[src/rtl/shared_reg_arbiter_if.sv]
`default_nettype none
// ============================================================================
// Module  : shared_reg_arbiter_if
// Brief   : client-side bus of the shared register arbiter
// Rev     : 1.0
// ============================================================================
interface shared_reg_arbiter_if #(
  parameter int NREQ  = 4,
  parameter int WIDTH = 8
);
  localparam int c_ow = (NREQ > 1) ? $clog2(NREQ) : 1;

  logic [NREQ-1:0]       req;
  logic [NREQ-1:0]       lock;
  logic [NREQ*WIDTH-1:0] wdata;
  logic [NREQ-1:0]       gnt;
  logic [NREQ-1:0]       ack;
  logic [WIDTH-1:0]      q;
  logic [WIDTH-1:0]      qb;
  logic                  busy;
  logic [c_ow-1:0]       owner;

  modport master (
    output req, lock, wdata,
    input  gnt, ack, q, qb, busy, owner
  );

  modport slave (
    input  req, lock, wdata,
    output gnt, ack, q, qb, busy, owner
  );
endinterface
`default_nettype wire

[src/rtl/shared_reg_arbiter.sv]
`default_nettype none
// ============================================================================
// Module  : shared_reg_arbiter
// Brief   : round-robin write arbiter with bounded lock for a shared q/qb reg
// Rev     : 1.0
// ============================================================================
module shared_reg_arbiter #(
  parameter int NREQ     = 4,
  parameter int WIDTH    = 8,
  parameter int MAX_HOLD = 4
) (
  input  logic                clk,
  input  logic                rst,
  shared_reg_arbiter_if.slave bus
);

  localparam int c_ow = (NREQ > 1) ? $clog2(NREQ) : 1;
  localparam int c_hw = $clog2(MAX_HOLD + 1);

  typedef enum logic [1:0] {
    S_IDLE  = 2'd0,
    S_GRANT = 2'd1,
    S_HOLD  = 2'd2
  } state_t;

  state_t            r_state;
  logic [c_ow-1:0]   r_ptr;
  logic [c_ow-1:0]   r_owner;
  logic [c_hw-1:0]   r_hcnt;
  logic [NREQ-1:0]   r_gnt;
  logic [NREQ-1:0]   r_ack;
  logic [WIDTH-1:0]  r_q;

  state_t            w_state;
  logic [c_ow-1:0]   w_ptr;
  logic [c_ow-1:0]   w_owner;
  logic [c_hw-1:0]   w_hcnt;
  logic [NREQ-1:0]   w_gnt;
  logic [NREQ-1:0]   w_ack;
  logic [WIDTH-1:0]  w_q;

  logic              w_found;
  logic [c_ow-1:0]   w_winner;
  logic [c_ow:0]     w_scan;
  logic [NREQ-1:0]   w_winner_oh;
  logic [NREQ-1:0]   w_owner_oh;
  logic              w_own_req;
  logic              w_own_lock;
  logic [WIDTH-1:0]  w_own_data;
  logic [c_ow-1:0]   w_ptr_next;
  logic [c_hw-1:0]   w_hcnt_inc;

  // Round-robin scan starting at r_ptr, wrapping modulo NREQ.
  always_comb begin
    w_found  = 1'b0;
    w_winner = r_ptr;
    w_scan   = '0;
    for (int k = 0; k < NREQ; k++) begin
      w_scan = {1'b0, r_ptr} + (c_ow + 1)'(k);
      if (w_scan >= (c_ow + 1)'(NREQ)) begin
        w_scan = w_scan - (c_ow + 1)'(NREQ);
      end
      if (!w_found && bus.req[w_scan[c_ow-1:0]]) begin
        w_found  = 1'b1;
        w_winner = w_scan[c_ow-1:0];
      end
    end
  end

  always_comb begin
    w_winner_oh = '0;
    w_owner_oh  = '0;
    w_own_req   = 1'b0;
    w_own_lock  = 1'b0;
    w_own_data  = '0;
    for (int i = 0; i < NREQ; i++) begin
      w_winner_oh[i] = (w_winner == c_ow'(i));
      w_owner_oh[i]  = (r_owner == c_ow'(i));
      if (r_owner == c_ow'(i)) begin
        w_own_req  = bus.req[i];
        w_own_lock = bus.lock[i];
        w_own_data = bus.wdata[i*WIDTH +: WIDTH];
      end
    end
  end

  assign w_ptr_next = (r_owner == c_ow'(NREQ - 1)) ? '0 : r_owner + 1'b1;
  assign w_hcnt_inc = r_hcnt + 1'b1;

  // GRANT and HOLD share one rule set: GRANT always enters with hcnt=0.
  always_comb begin
    w_state = r_state;
    w_ptr   = r_ptr;
    w_owner = r_owner;
    w_hcnt  = r_hcnt;
    w_gnt   = r_gnt;
    w_ack   = '0;
    w_q     = r_q;
    case (r_state)
      S_IDLE: begin
        w_gnt = '0;
        if (w_found) begin
          w_state = S_GRANT;
          w_owner = w_winner;
          w_gnt   = w_winner_oh;
          w_hcnt  = '0;
        end
      end
      S_GRANT, S_HOLD: begin
        if (!w_own_req) begin
          w_state = S_IDLE;
          w_gnt   = '0;
          w_ptr   = w_ptr_next;
        end else begin
          w_q    = w_own_data;
          w_ack  = w_owner_oh;
          w_hcnt = w_hcnt_inc;
          if (w_own_lock && (w_hcnt_inc < c_hw'(MAX_HOLD))) begin
            w_state = S_HOLD;
          end else begin
            w_state = S_IDLE;
            w_gnt   = '0;
            w_ptr   = w_ptr_next;
          end
        end
      end
      default: begin
        w_state = S_IDLE;
        w_gnt   = '0;
      end
    endcase
  end

  always_ff @(posedge clk or negedge rst) begin
    if (!rst) begin
      r_state <= S_IDLE;
      r_ptr   <= '0;
      r_owner <= '0;
      r_hcnt  <= '0;
      r_gnt   <= '0;
      r_ack   <= '0;
      r_q     <= '0;
    end else begin
      r_state <= w_state;
      r_ptr   <= w_ptr;
      r_owner <= w_owner;
      r_hcnt  <= w_hcnt;
      r_gnt   <= w_gnt;
      r_ack   <= w_ack;
      r_q     <= w_q;
    end
  end

  assign bus.gnt   = r_gnt;
  assign bus.ack   = r_ack;
  assign bus.q     = r_q;
  assign bus.qb    = ~r_q;
  assign bus.busy  = (r_state != S_IDLE);
  assign bus.owner = r_owner;

`ifndef SYNTHESIS
  a_gnt_onehot0: assert property (@(posedge clk) disable iff (!rst) $onehot0(r_gnt));
  a_ack_onehot0: assert property (@(posedge clk) disable iff (!rst) $onehot0(r_ack));
  a_ack_owner:   assert property (@(posedge clk) disable iff (!rst)
                                  (r_ack == '0) || r_ack[r_owner]);
`endif

endmodule
`default_nettype wire

[src/flat_wrapper.sv]
// flat-port wrapper written by rule: the top's interface ports become plain ports
module shared_reg_arbiter_flat 
#(
  parameter int NREQ     = 4,
  parameter int WIDTH    = 8,
  parameter int MAX_HOLD = 4
)
  (clk, rst, bus_req, bus_lock, bus_wdata, bus_gnt, bus_ack, bus_q, bus_qb, bus_busy, bus_owner);
  shared_reg_arbiter_if #(.NREQ(NREQ), .WIDTH(WIDTH)) bus_i ();
  input  logic clk;
  input  logic rst;
  input wire logic [$bits(bus_i.req)-1:0] bus_req;
  input wire logic [$bits(bus_i.lock)-1:0] bus_lock;
  input wire logic [$bits(bus_i.wdata)-1:0] bus_wdata;
  output wire logic [$bits(bus_i.gnt)-1:0] bus_gnt;
  output wire logic [$bits(bus_i.ack)-1:0] bus_ack;
  output wire logic [$bits(bus_i.q)-1:0] bus_q;
  output wire logic [$bits(bus_i.qb)-1:0] bus_qb;
  output wire logic [$bits(bus_i.busy)-1:0] bus_busy;
  output wire logic [$bits(bus_i.owner)-1:0] bus_owner;
  assign bus_i.req = bus_req;
  assign bus_i.lock = bus_lock;
  assign bus_i.wdata = bus_wdata;
  assign bus_gnt = bus_i.gnt;
  assign bus_ack = bus_i.ack;
  assign bus_q = bus_i.q;
  assign bus_qb = bus_i.qb;
  assign bus_busy = bus_i.busy;
  assign bus_owner = bus_i.owner;
  shared_reg_arbiter #(.NREQ(NREQ), .WIDTH(WIDTH), .MAX_HOLD(MAX_HOLD)) u_core (.clk(clk), .rst(rst), .bus(bus_i));
endmodule
[config.mk]
export PLATFORM = sky130hd
export DESIGN_NAME = shared_reg_arbiter_flat
export DESIGN_NICKNAME = d
export VERILOG_FILES = /design/src/rtl/shared_reg_arbiter_if.sv /design/src/rtl/shared_reg_arbiter.sv /design/src/flat_wrapper.sv
export SDC_FILE = /design/constraint.sdc
export NUM_CORES = 1
export LEC_CHECK = 0
export ABC_AREA = 1
export CAP_MARGIN = 20
export CORE_MARGIN = 2
export CORE_UTILIZATION = 44
export CTS_CLUSTER_DIAMETER = 100
export DETAILED_ROUTE_END_ITERATION = 16
export GPL_ROUTABILITY_DRIVEN = 1
export GPL_TIMING_DRIVEN = 0
export PLACE_DENSITY_LB_ADDON = 0.05
export SETUP_SLACK_MARGIN = 0.4
export SYNTH_ARGS = -nofsm -noshare
export SYNTH_HDL_FRONTEND = slang
export SYNTH_SLANG_ARGS = --single-unit
[constraint.sdc]
create_clock -name clk -period 1.8 [get_ports clk]
set_input_delay 0.18 -clock clk [delete_from_list [all_inputs] [get_ports clk]]
set_output_delay 0.18 -clock clk [all_outputs]
set_load 0.1 [all_outputs]
==> results of run 1 <==
[state kept, by name, indices dropped and copies added (netlist names)]
register          cells
u_core.bus.ack        4
u_core.bus.gnt        4
u_core.bus.owner      2
u_core.bus.q          8
u_core.r_hcnt         3
u_core.r_ptr          2
u_core.r_state        2
[cells in the mapped netlist (all sizes together)]
library cell	instances	area, um2
buf	7	51.3
xor2	1	8.76
clkinv	3	11.3
ha	7	87.6
nor2	12	68.8
dfrtp	25	626
o22ai	1	6.26
o21ai	25	133
nand3	22	143
a22oi	8	60.1
inv	29	111
a21oi	11	55.1
nand2	90	383
clkbuf	1	3.75
nand4	3	18.8
o211ai	8	60.1
[cells by family after synthesis]
family          count (synthesis)  share of synthesized area [%]
compound gates                 53                           17.2
xor+xnor                        1                          0.480
fa+ha+maj                       7                           4.79
simple gates                  127                           33.6
flops                          25                           34.2
buf+inv                        40                           9.73
[layout make-up]
cell class | count | area (um2)
Sequential cell | 25 | 664
Tap cell | 50 | 62.6
Multi-Input combinational cell | 188 | 1310
Timing Repair inverter | 1 | 5.00
Clock inverter | 1 | 7.51
Fill cell | 269 | 752
Clock buffer | 3 | 41.3
Inverter | 32 | 189
Buffer | 8 | 100
Timing Repair Buffer | 96 | 873
[routing by layer]
metal	GRT usage, %	up-vias	routed length (um)
met5	0	-	0
met4	5.25	0	163
met3	3.78	17	458
met2	42.2	76	3110
met1	27.8	958	2290
li1	-	1037	-
[critical path: stages (launching register included)]
cell and delay (ps):
dfrtp_4 540, ha_4 180, buf_6 120, a21oi_2 120
nand2_1 110, nand2_2 120, nand4_1 190, nand3_2 150
nor2_2 50, nand2_1 50, nand2_1 50
[stage by stage]
step	setup TNS, ps	utilization (%)	std cells	setup WS [ps]	hold WS (ps)
after floorplan	0	-	253	32.6	-116
after global placement	-728	68.1	371	-209	462
after detailed placement	-890	68.1	371	-214	465
after CTS	0	74.6	391	84.9	492
after global routing	-152	81.2	404	-62.6	291
final	0	81.2	404	28.8	267
[repair_timing]
action | CTS | global route
cloned | 3 | 0
gates resized for setup | 185 | 50
setup buffers | 13 | 12
pin swaps | 18 | 27
endpoints found under the setup margin | 51 | 27
[how the worst min path moves through the flow]
stage	startpoint	to	slack, ps	cells past startpoint
2_1_floorplan	rst	u_core.bus.ack[0]	-120	0
3_3_place_gp	u_core.r_hcnt[1]	u_core.r_hcnt[1]	460	2
3_5_place_dp	u_core.bus.gnt[0]	u_core.bus.gnt[0]	470	2
4_1_cts	u_core.bus.gnt[3]	u_core.bus.gnt[3]	490	2
5_1_grt	rst	u_core.bus.q[2]	290	1
6_report	rst	u_core.bus.q[2]	270	1
==> out/results.ini, run 1 <==
[finish]
drive_gt1_share_pct=50.3
layout.nets=404
mostFrequentLayoutCell=nand2_1
antenna_cells=0
syn_to_final_growth_pct=77.8
fin_area_um2=3250
final_cell_mix=nand2_1 (58), clkdlybuf4s50_1 (41), buf_4 (28)

[synthesis]
synth_seq_area_share_pct=34.2
yosys_register_bits=25
syn_inst=253
synth_nets=302
netlist_area_um2=1830
postSynthAreaPerCell_um2=7.22
ys_types=28
ys_warn_count=0

[clock_network]
cts_made_buffers=3
cts_root_buffer=clkbuf_8
hold_buffers=0
clock_path_buffers=2
cts.sink_count=25
htreeDepth=1
cts_tree=yes
path_clk_slew_ps=100
clock_latency_ps=270

[route]
drt-total-wl_mm=6.02
vias=2088
first_iter_violations=87
dr.pass1.iters=4
drc_errors=0
routed_via_density=5.17
wl_per_cell_um=14.9
postRouteAntennaNets=0

[placed_design]
dp_hpwl_mm=3.85
port_buffers=68
gp_congestion=0.835
postPlaceCellArea_um2=2720

[floorplanning]
start_util_pct=45.7
die_h_um=68.4
io_pins=69
num_rows=23
dieArea_um2=4680
die-width_um=68.4
coreArea_um2=4000

[setup_path]
critical_path_class=reg2reg
worstSetupEndpointType=flop
cp.arrival_ps=1940
startpoint=u_core.bus.owner[1]
cp_max_fo=5
r2r_setup_slack_ps=30
worstReg2RegEnd=u_core.bus.gnt[0]
critPathLaunchType=flop
required_ps=1960
rr_startpoint=u_core.bus.owner[1]
crit_path_end=u_core.bus.gnt[0]
r2r_cells=10

[timing]
grt_setup_unrepaired=true
relSlewSlack_pct=61.5
period_minus_slack_ps=1770
finalCritPeriodShare_pct=98.4
skew_ps=6.52
final-setup-viol-count=0
slew_viol_final=0
max_freq_mhz=565
worst_pin_slew_ps=576
hold_viol=0

[global_route]
grt_pass1_vias=1897
grt_max_degree=26
grt_pass1_wl_mm=8.22
antenna_found_initial=0
grt_usage_pct=23.0
grt-ovfl-total=0

[run]
drv_cap=0

[worst_hold_path]
hp-class=in2async

[outcome]
status=complete, no violations

Power of run 1 is left out: the tool's default activity adds up to more than one toggle a clock period on the data nets, which glitch-free logic cannot reach.
==> inputs of run 2 (changes only) <==
--- a/config.mk
+++ b/config.mk
@@ -13,6 +13,7 @@
 export DETAILED_ROUTE_END_ITERATION = 16
 export GPL_ROUTABILITY_DRIVEN = 1
 export GPL_TIMING_DRIVEN = 0
+export MAX_ROUTING_LAYER = met4
 export PLACE_DENSITY_LB_ADDON = 0.05
 export SETUP_SLACK_MARGIN = 0.4
 export SYNTH_ARGS = -nofsm -noshare
==> out/results.ini, run 2 (synthesis results as in run 1) <==
[outcome]
status=complete, no violations

[timing]
relSlewSlack_pct=62.4
final-setup-viol-count=0
period_minus_slack_ps=1770
timing.hold.ws_ps=262
hold_viol=0
finalCritPeriodShare_pct=98.4
grt_setup_unrepaired=true
worst_pin_slew_ps=562
slew_viol_final=0
skew_ps=9.97
max_freq_mhz=564

[setup_path]
worstSetupEndpointType=flop
critical_path_class=reg2reg
critPathLaunchType=flop
required_ps=1960
cp_max_fo=5
cp.arrival_ps=1930

[finish]
mostFrequentLayoutCell=nand2_1
final_cell_mix=nand2_1 (57), clkdlybuf4s50_1 (41), buf_4 (29)
fillCellCount=263
largest_reg_flops=8
syn_to_final_growth_pct=78.6
antenna_cells=0
drive_gt1_share_pct=50.4
layout.nets=405

[global_route]
grt_pass1_wl_mm=8.25
grt_pass1_vias=1894
antenna_found_initial=0
grt-ovfl-total=0
grt_usage_pct=23.7
grt_max_degree=26

[placed_design]
port_buffers=68
dp_hpwl_mm=3.85
gp_congestion=0.848

[clock_network]
cts_made_buffers=3
cts_root_buffer=clkbuf_8
clock_path_buffers=2
htreeDepth=1
clock_latency_ps=270
path_clk_slew_ps=90
cts.sink_count=25
cts_tree=yes

[route]
drt-total-wl_mm=6.01
dr.pass1.iters=4
routed_via_density=5.19
postRouteAntennaNets=0
wl_per_cell_um=14.8
vias=2103
first_iter_violations=72
drc_errors=0

[floorplanning]
coreArea_um2=4000
dieArea_um2=4680
start_util_pct=45.7
die-width_um=68.4
io_pins=69
die_h_um=68.4
num_rows=23

[run]
drv_cap=0

[worst_hold_path]
hp-class=in2async

[run 2: per-stage QoR]
step	setup WS, ps	instance area, um2	instances	setup TNS, ps	utilization (%)
6_report	28.4	3260	405	0	81.6
5_1_grt	-36.7	3260	405	-71.2	81.6
4_1_cts	84.9	2980	391	0	74.6
3_5_place_dp	-214	2720	371	-890	68.1
3_3_place_gp	-209	2720	371	-728	68.1
2_1_floorplan	32.6	1980	253	0	-
[run 2: layout make-up]
cell class              instances  area, um2  area share [%]
well taps                      50       62.6            1.92
multi-input cells             188       1310            40.2
clock inverters                 1       7.51           0.230
repair inverters                1       5.00           0.153
clock buffers                   3       41.3            1.27
flip-flops and latches         25        664            20.4
plain buffers                   8        100            3.07
inverters                      32        189            5.79
repair buffers                 97        881            27.0
[run 2: worst max-delay path, stage by stage, from the launching register on]
cell and delay [ps]:
dfrtp_4 540, ha_4 180, buf_6 120, a21oi_2 120, nand2_1 90, nand2_2 110, nand4_1 190, nand3_2 150
nor2_2 50, nand2_1 60, nand2_1 60
[run 2: metal layers]
layer,GRT usage [%],vias to the layer above,wire length [um]
met4,5.25,0,105
li1,-,1037,-
met5,-,-,0
met2,42.2,78,3130
met3,3.78,16,426
met1,27.9,972,2340
[run 2: path summary, 6_finish.rpt]
kind,start,endpoint,slack (ps),depth (start not counted)
setup / recovery,u_core.bus.owner[1],u_core.bus.gnt[2],30,10
hold / removal,rst,u_core.bus.q[2],260,1
setup reg to reg,u_core.bus.owner[1],u_core.bus.gnt[2],30,10
hold reg to reg,u_core.bus.gnt[0],u_core.bus.gnt[0],490,2
max in group asynchronous,rst,u_core.bus.owner[0],1020,2
min in group clk,u_core.bus.gnt[0],u_core.bus.gnt[0],490,2
[run 2: repair_timing]
| item | in CTS | in global routing |
|---|---|---|
| endpoints found under the setup margin | 51 | 27 |
| cloned | 3 | 0 |
| hold endpoints to repair | 0 | 0 |
| hold buffers | 0 | 0 |
| gates resized for setup | 185 | 51 |
| buffers inserted | 13 | 13 |
| pin swaps | 18 | 26 |
Power of run 2 is left out for the same reason.
